===== config.mk =====
export PLATFORM = sky130hd
export DESIGN_NAME = spi_mem_ctrl
export DESIGN_NICKNAME = d
export VERILOG_FILES = /design/src/rtl/spi_mem_ctrl.sv
export SDC_FILE = /design/constraint.sdc
export NUM_CORES = 1
export LEC_CHECK = 0
export ABC_AREA = 1
export BUFFER_PORTS_ARGS = -buffer_cell sky130_fd_sc_hd__buf_4
export CAP_MARGIN = 10
export CORE_AREA = 4 4 126 116
export CTS_CLUSTER_SIZE = 40
export DETAILED_ROUTE_END_ITERATION = 10
export DIE_AREA = 0 0 130 120
export PLACE_DENSITY = 0.75
export SLEW_MARGIN = 15
export SYNTH_ARGS = -nofsm -noshare
export SYNTH_HDL_FRONTEND = slang
export SYNTH_SLANG_ARGS = --single-unit
export TNS_END_PERCENT = 50

===== constraint.sdc =====
create_clock -name clk -period 4.35 [get_ports clk]
set_clock_uncertainty 0.05 [all_clocks]
set_input_delay 0.87 -clock clk [delete_from_list [all_inputs] [get_ports clk]]
set_output_delay 0.87 -clock clk [all_outputs]
set_load 0.05 [all_outputs]

===== src/rtl/spi_mem_ctrl.sv =====
// Bus-to-SPI memory bridge: turns byte/half/word bus requests into SPI master
// transactions and keeps a sequential instruction-fetch session open between fetches.
module spi_mem_ctrl #(
  parameter logic [7:0] CMD_READ     = 8'h03,
  parameter logic [7:0] CMD_WRITE    = 8'h02,
  parameter logic [7:0] SESS_TIMEOUT = 8'd255
) (
  input  logic        clk,
  input  logic        rst_n,
  // A request transfers on any rising edge where req_valid && req_ready; the
  // fields are captured then, and req_valid may drop afterwards without effect.
  input  logic        req_valid,
  output logic        req_ready,
  input  logic        req_is_instr,
  input  logic        req_we,
  input  logic [1:0]  req_size,
  input  logic [23:0] req_addr,
  input  logic [31:0] req_wdata,
  output logic        rsp_valid,
  output logic [31:0] rsp_rdata,
  output logic        m_start,
  output logic        m_stop,
  output logic        m_cont_read,
  output logic        m_write_enable,
  output logic        m_is_instr,
  output logic [31:0] m_cmd_addr,
  output logic [5:0]  m_data_len,
  output logic [31:0] m_data_in,
  input  logic [31:0] m_data_out,
  input  logic        m_done,
  output logic [2:0]  dbg_state
);

  typedef enum logic [2:0] {IDLE, STOP, START, WAIT, RESP} state_t;

  state_t      state_q, state_d;
  logic        sess_open_q, sess_open_d;
  logic [23:0] sess_next_q, sess_next_d;
  logic [7:0]  tmo_cnt_q, tmo_cnt_d;
  logic        stop_only_q, stop_only_d;
  logic        cont_q, cont_d;
  logic        we_q, we_d;
  logic        instr_q, instr_d;
  logic [31:0] cmd_addr_q, cmd_addr_d;
  logic [5:0]  data_len_q, data_len_d;
  logic [31:0] data_in_q, data_in_d;
  logic [31:0] rdata_q, rdata_d;

  logic        timeout_fire;
  logic        accept;
  logic        is_write;
  logic [5:0]  req_len;
  logic [31:0] wr_fmt;
  logic [31:0] rd_fmt;

  // Request-side formatting: SPI shifts MSB first, the bus is little-endian.
  always_comb begin
    is_write = req_we && !req_is_instr;
    req_len  = 6'd32;
    wr_fmt   = {req_wdata[7:0], req_wdata[15:8], req_wdata[23:16], req_wdata[31:24]};
    if (!req_is_instr) begin
      case (req_size)
        2'd0: begin
          req_len = 6'd8;
          wr_fmt  = {req_wdata[7:0], 24'h0};
        end
        2'd1: begin
          req_len = 6'd16;
          wr_fmt  = {req_wdata[7:0], req_wdata[15:8], 16'h0};
        end
        default: ;
      endcase
    end
    if (!is_write) wr_fmt = 32'h0;
  end

  always_comb begin
    case (data_len_q)
      6'd8:    rd_fmt = {24'h0, m_data_out[7:0]};
      6'd16:   rd_fmt = {16'h0, m_data_out[7:0], m_data_out[15:8]};
      default: rd_fmt = {m_data_out[7:0], m_data_out[15:8], m_data_out[23:16], m_data_out[31:24]};
    endcase
    if (we_q) rd_fmt = 32'h0;
  end

  // An expired session closes before any request is looked at.
  assign timeout_fire = (state_q == IDLE) && sess_open_q && (tmo_cnt_q >= SESS_TIMEOUT);
  assign req_ready    = (state_q == IDLE) && !timeout_fire;
  assign accept       = req_valid && req_ready;

  always_comb begin
    state_d     = state_q;
    sess_open_d = sess_open_q;
    sess_next_d = sess_next_q;
    tmo_cnt_d   = tmo_cnt_q;
    stop_only_d = stop_only_q;
    cont_d      = 1'b0;
    we_d        = we_q;
    instr_d     = instr_q;
    cmd_addr_d  = cmd_addr_q;
    data_len_d  = data_len_q;
    data_in_d   = data_in_q;
    rdata_d     = rdata_q;
    case (state_q)
      IDLE: begin
        if (timeout_fire) begin
          state_d     = STOP;
          stop_only_d = 1'b1;
          sess_open_d = 1'b0;
          tmo_cnt_d   = 8'd0;
        end else if (accept) begin
          tmo_cnt_d  = 8'd0;
          we_d       = is_write;
          instr_d    = req_is_instr;
          cmd_addr_d = {(is_write ? CMD_WRITE : CMD_READ), req_addr};
          data_len_d = req_len;
          data_in_d  = wr_fmt;
          if (sess_open_q && req_is_instr && (req_addr == sess_next_q)) begin
            state_d = WAIT;
            cont_d  = 1'b1;
          end else if (sess_open_q) begin
            state_d     = STOP;
            stop_only_d = 1'b0;
            sess_open_d = 1'b0;
          end else begin
            state_d = START;
          end
        end else if (sess_open_q) begin
          tmo_cnt_d = tmo_cnt_q + 8'd1;
        end
      end
      STOP:  state_d = stop_only_q ? IDLE : START;
      START: state_d = WAIT;
      WAIT: begin
        if (m_done) begin
          state_d = RESP;
          rdata_d = rd_fmt;
          if (instr_q) begin
            sess_open_d = 1'b1;
            sess_next_d = cmd_addr_q[23:0] + 24'd4;
          end
        end
      end
      RESP:    state_d = IDLE;
      default: state_d = IDLE;
    endcase
  end

  always_ff @(posedge clk or negedge rst_n) begin
    if (!rst_n) begin
      state_q     <= IDLE;
      sess_open_q <= 1'b0;
      sess_next_q <= 24'h0;
      tmo_cnt_q   <= 8'd0;
      stop_only_q <= 1'b0;
      cont_q      <= 1'b0;
      we_q        <= 1'b0;
      instr_q     <= 1'b0;
      cmd_addr_q  <= 32'h0;
      data_len_q  <= 6'd0;
      data_in_q   <= 32'h0;
      rdata_q     <= 32'h0;
    end else begin
      state_q     <= state_d;
      sess_open_q <= sess_open_d;
      sess_next_q <= sess_next_d;
      tmo_cnt_q   <= tmo_cnt_d;
      stop_only_q <= stop_only_d;
      cont_q      <= cont_d;
      we_q        <= we_d;
      instr_q     <= instr_d;
      cmd_addr_q  <= cmd_addr_d;
      data_len_q  <= data_len_d;
      data_in_q   <= data_in_d;
      rdata_q     <= rdata_d;
    end
  end

  assign m_start        = (state_q == START);
  assign m_stop         = (state_q == STOP);
  assign m_cont_read    = cont_q;
  assign rsp_valid      = (state_q == RESP);
  assign rsp_rdata      = rdata_q;
  assign m_write_enable = we_q;
  assign m_is_instr     = instr_q;
  assign m_cmd_addr     = cmd_addr_q;
  assign m_data_len     = data_len_q;
  assign m_data_in      = data_in_q;
  assign dbg_state      = state_q;

endmodule


==> results.ini <==
[route]
drt-initial-drc-count=377
viasPerCell=5.02
dr.pass1.iters=5
ant_nets=0
wl_per_cell_um=15.3
drc_errors=0
vias=6028
totalWireLength_um=18400

[clock_tree]
cts_root_buf=clkbuf_16
h-tree-depth=4
cts_made_buffers=17
insertion_delay_ns=0.42
cts_setup_buffers=0
cts_sinks=133
cts_tree=yes
ctsHoldBuffers=0
clk_pin_slew_worst_paths_ns=0.06
clock_path_buffers=2
post_cts_resized=0

[global_route]
grt_pass1_vias=5792
grt_max_degree=93
top_usage_layer=met2
grt_overflow=0
grtUsageMet2_pct=37.8
groute.usage.overall_pct=24.4
groute.layer.met3.usage_pct=9.03
grt_pass1_wl_um=29700
antenna_found_initial=0
met1_usage_pct=32.4

[synthesis]
synthArstFlopShare_pct=100
yosysSeqAreaShare_pct=51.3
synth_area_per_cell_um2=7.87
synth_cell_types=36
syn-instance-count=825
ys.flop_type=dfrtp_1
syn-cell-area_um2=6490
synth-seq-cells=133
synth_top_area_share_pct=51.3
synth-edff-count=0
synth_warnings=0
ys_top_cells_by_area=dfrtp_1, nand2_1, o21ai_0, inv_1, nor2_1
yosys.area.top_type=dfrtp_1

[timing]
slew_headroom_pct=42.5
slew_violations=0
setup-tns-final_ns=0
fin_crit_sh_pct=63.9
rsz0062_at_grt=false
fin_crit_ns=2.78
setup_viol=0
worst_slack_ns=1.57
tightest_slew_ns=0.862
fmax_mhz=360
hold_viol_final=0

[placement]
gp_congestion=0.843
port_buffers=198
pre_cts_ws_ns=1.45
dp_hpwl_um=13900
place_inst=1168
dpl-instance-area_um2=8050

[worst_setup_path]
crit_chain=inv_1 > nand3_1 > inv_1 > nand2_2 > nor2_1 > nand2_1 > o21ai_0
cp-end-kind=register
start_kind=register
max_stage_delay_ns=0.68
critPathArrivalTime_ns=3.06
critPathTopFamily=simple AND/OR/NAND/NOR gates
critical_path.most_common_cell=inv_1
worstReg2RegStart=dbg_state[2]
crit_required_ns=4.62
cp_max_fo=35
crit_type=register to register
critical-path-slowest-cell=nor2_1
startpoint=dbg_state[2]
critical_path_buf_inv_count=2

[power]
max-vdd-ir-drop_mv=0.495
power_mw=6.73
leakage_nw=4.55
p_per_area_nw_per_um2=781

[die]
rows=40
ios=208
core-area_um2=13200
initial_utilization_pct=49.1
die_area_um2=15600
die_w_um=130
die_h_um=120

[cells_and_area]
finalNonFillerCells=1200
antenna_cells=0
fillerInstances=1173
drive_above_1_share_pct=24.3
fin_area_um2=8610
areaGrowthSynthToFinish_pct=32.6
finalNetCount=1117

[worst_hold_path]
hp-class=register to register
min_from=m_cmd_addr[25]

[run_status]
outcome=complete, no violations

[run]
max-cap-violations=0

-- cells in the final DEF (no fill, tap or decap), types with 2 or more instances in the layout --
cell type     n
o21a_1        2
o21bai_1      2
inv_6         4
o21ai_1      21
buf_4       200
clkinv_2      5
xor2_1       10
clkinv_4      2
conb_1        9
nor2_4        4
nand2_1     279
or2_2         6
o211ai_1      9
nand3_1      37
nand2_2       3
nand4_1       7
a31oi_1       2
inv_1        89
ha_1          2
nor2_1       57
xnor2_1       8
clkbuf_16    17
o22ai_1      10
a21oi_1      16
inv_2         2
nor3_1        7
o21ai_0      76
dfrtp_1     133
clkinvlp_4    3
-- registers in the layout, indices dropped and copies added (netlist names) --
signal,flops
dbg_state,3
m_cmd_addr,26
m_cont_read,1
m_data_in,32
m_data_len,3
m_is_instr,1
m_write_enable,1
rsp_rdata,32
sess_next_q,24
sess_open_q,1
stop_only_q,1
tmo_cnt_q,8
-- final cells by class --
class | count | area (µm²) | area share [%]
timing repair buffer | 201 | 1510 | 17.6
sequential | 133 | 3330 | 38.7
inverter | 92 | 345 | 4.01
tap | 168 | 210 | 2.44
multi-input combinational | 574 | 2660 | 30.9
clock buffer | 17 | 425 | 4.94
clock inverter | 15 | 130 | 1.51
-- Yosys cell counts (2+ instances only) --
cell        n
a21oi_1    16
a31oi_1     2
buf_2       9
buf_4      10
buf_6       2
clkbuf_1   12
dfrtp_1   133
ha_1        2
inv_1      89
inv_2       2
nand2_1   279
nand2_2     3
nand3_1    37
nand4_1     7
nor2_1     57
nor2_4      4
nor3_1      7
o211ai_1    9
o21a_1      2
o21ai_0    76
o21ai_1    21
o21bai_1    2
o22ai_1    10
or2_2       6
xnor2_1     8
xor2_1     10
-- metal layers --
metal	up-vias	part of all wire (%)
li1	2984	-
met2	196	47
met1	2827	43
met4	0	1.2
met3	21	8.5
met5	-	0
-- metrics by stage --
| step | util, % | hold WS (ns) |
|---|---|---|
| floorplan | - | 0.393 |
| CTS | 65.2 | 0.434 |
| detailed placement | 61.0 | 0.419 |
| global placement | 61.0 | 0.410 |
| finish | 65.2 | 0.430 |
| global route | 65.2 | 0.445 |
-- logic make-up (layout without fill, tap and decap cells) --
logic type                 Yosys count  in the layout  share of synthesized area [%]
DFF                                133            133                           51.3
buffers and inverters              126            325                           8.27
AOI/OAI and AO/OA                  139            139                           11.5
adders and majority gates            2              2                          0.385
and+or+nand+nor                    406            406                           26.1
xor gates and xnor gates            18             18                           2.43
other                                1              9                         0.0578
-- final timing paths --
path	to	slack [ns]	depth (start not counted)
worst max-delay path	rsp_rdata[18]	1.57	7
worst min-delay path	m_cmd_addr[25]	0.43	1
worst max register to register	rsp_rdata[18]	1.57	7
worst min register to register	m_cmd_addr[25]	0.43	1
max in group asynchronous	m_write_enable	2.94	2
min in group asynchronous	sess_next_q[14]	0.48	1
-- where the power goes --
| part | internal, mW | switching, mW |
|---|---|---|
| clock network | 0.787 | 0.555 |
| registers | 1.72 | 0.403 |
| logic | 0.957 | 2.31 |
(Power assumes the default switching activity.)
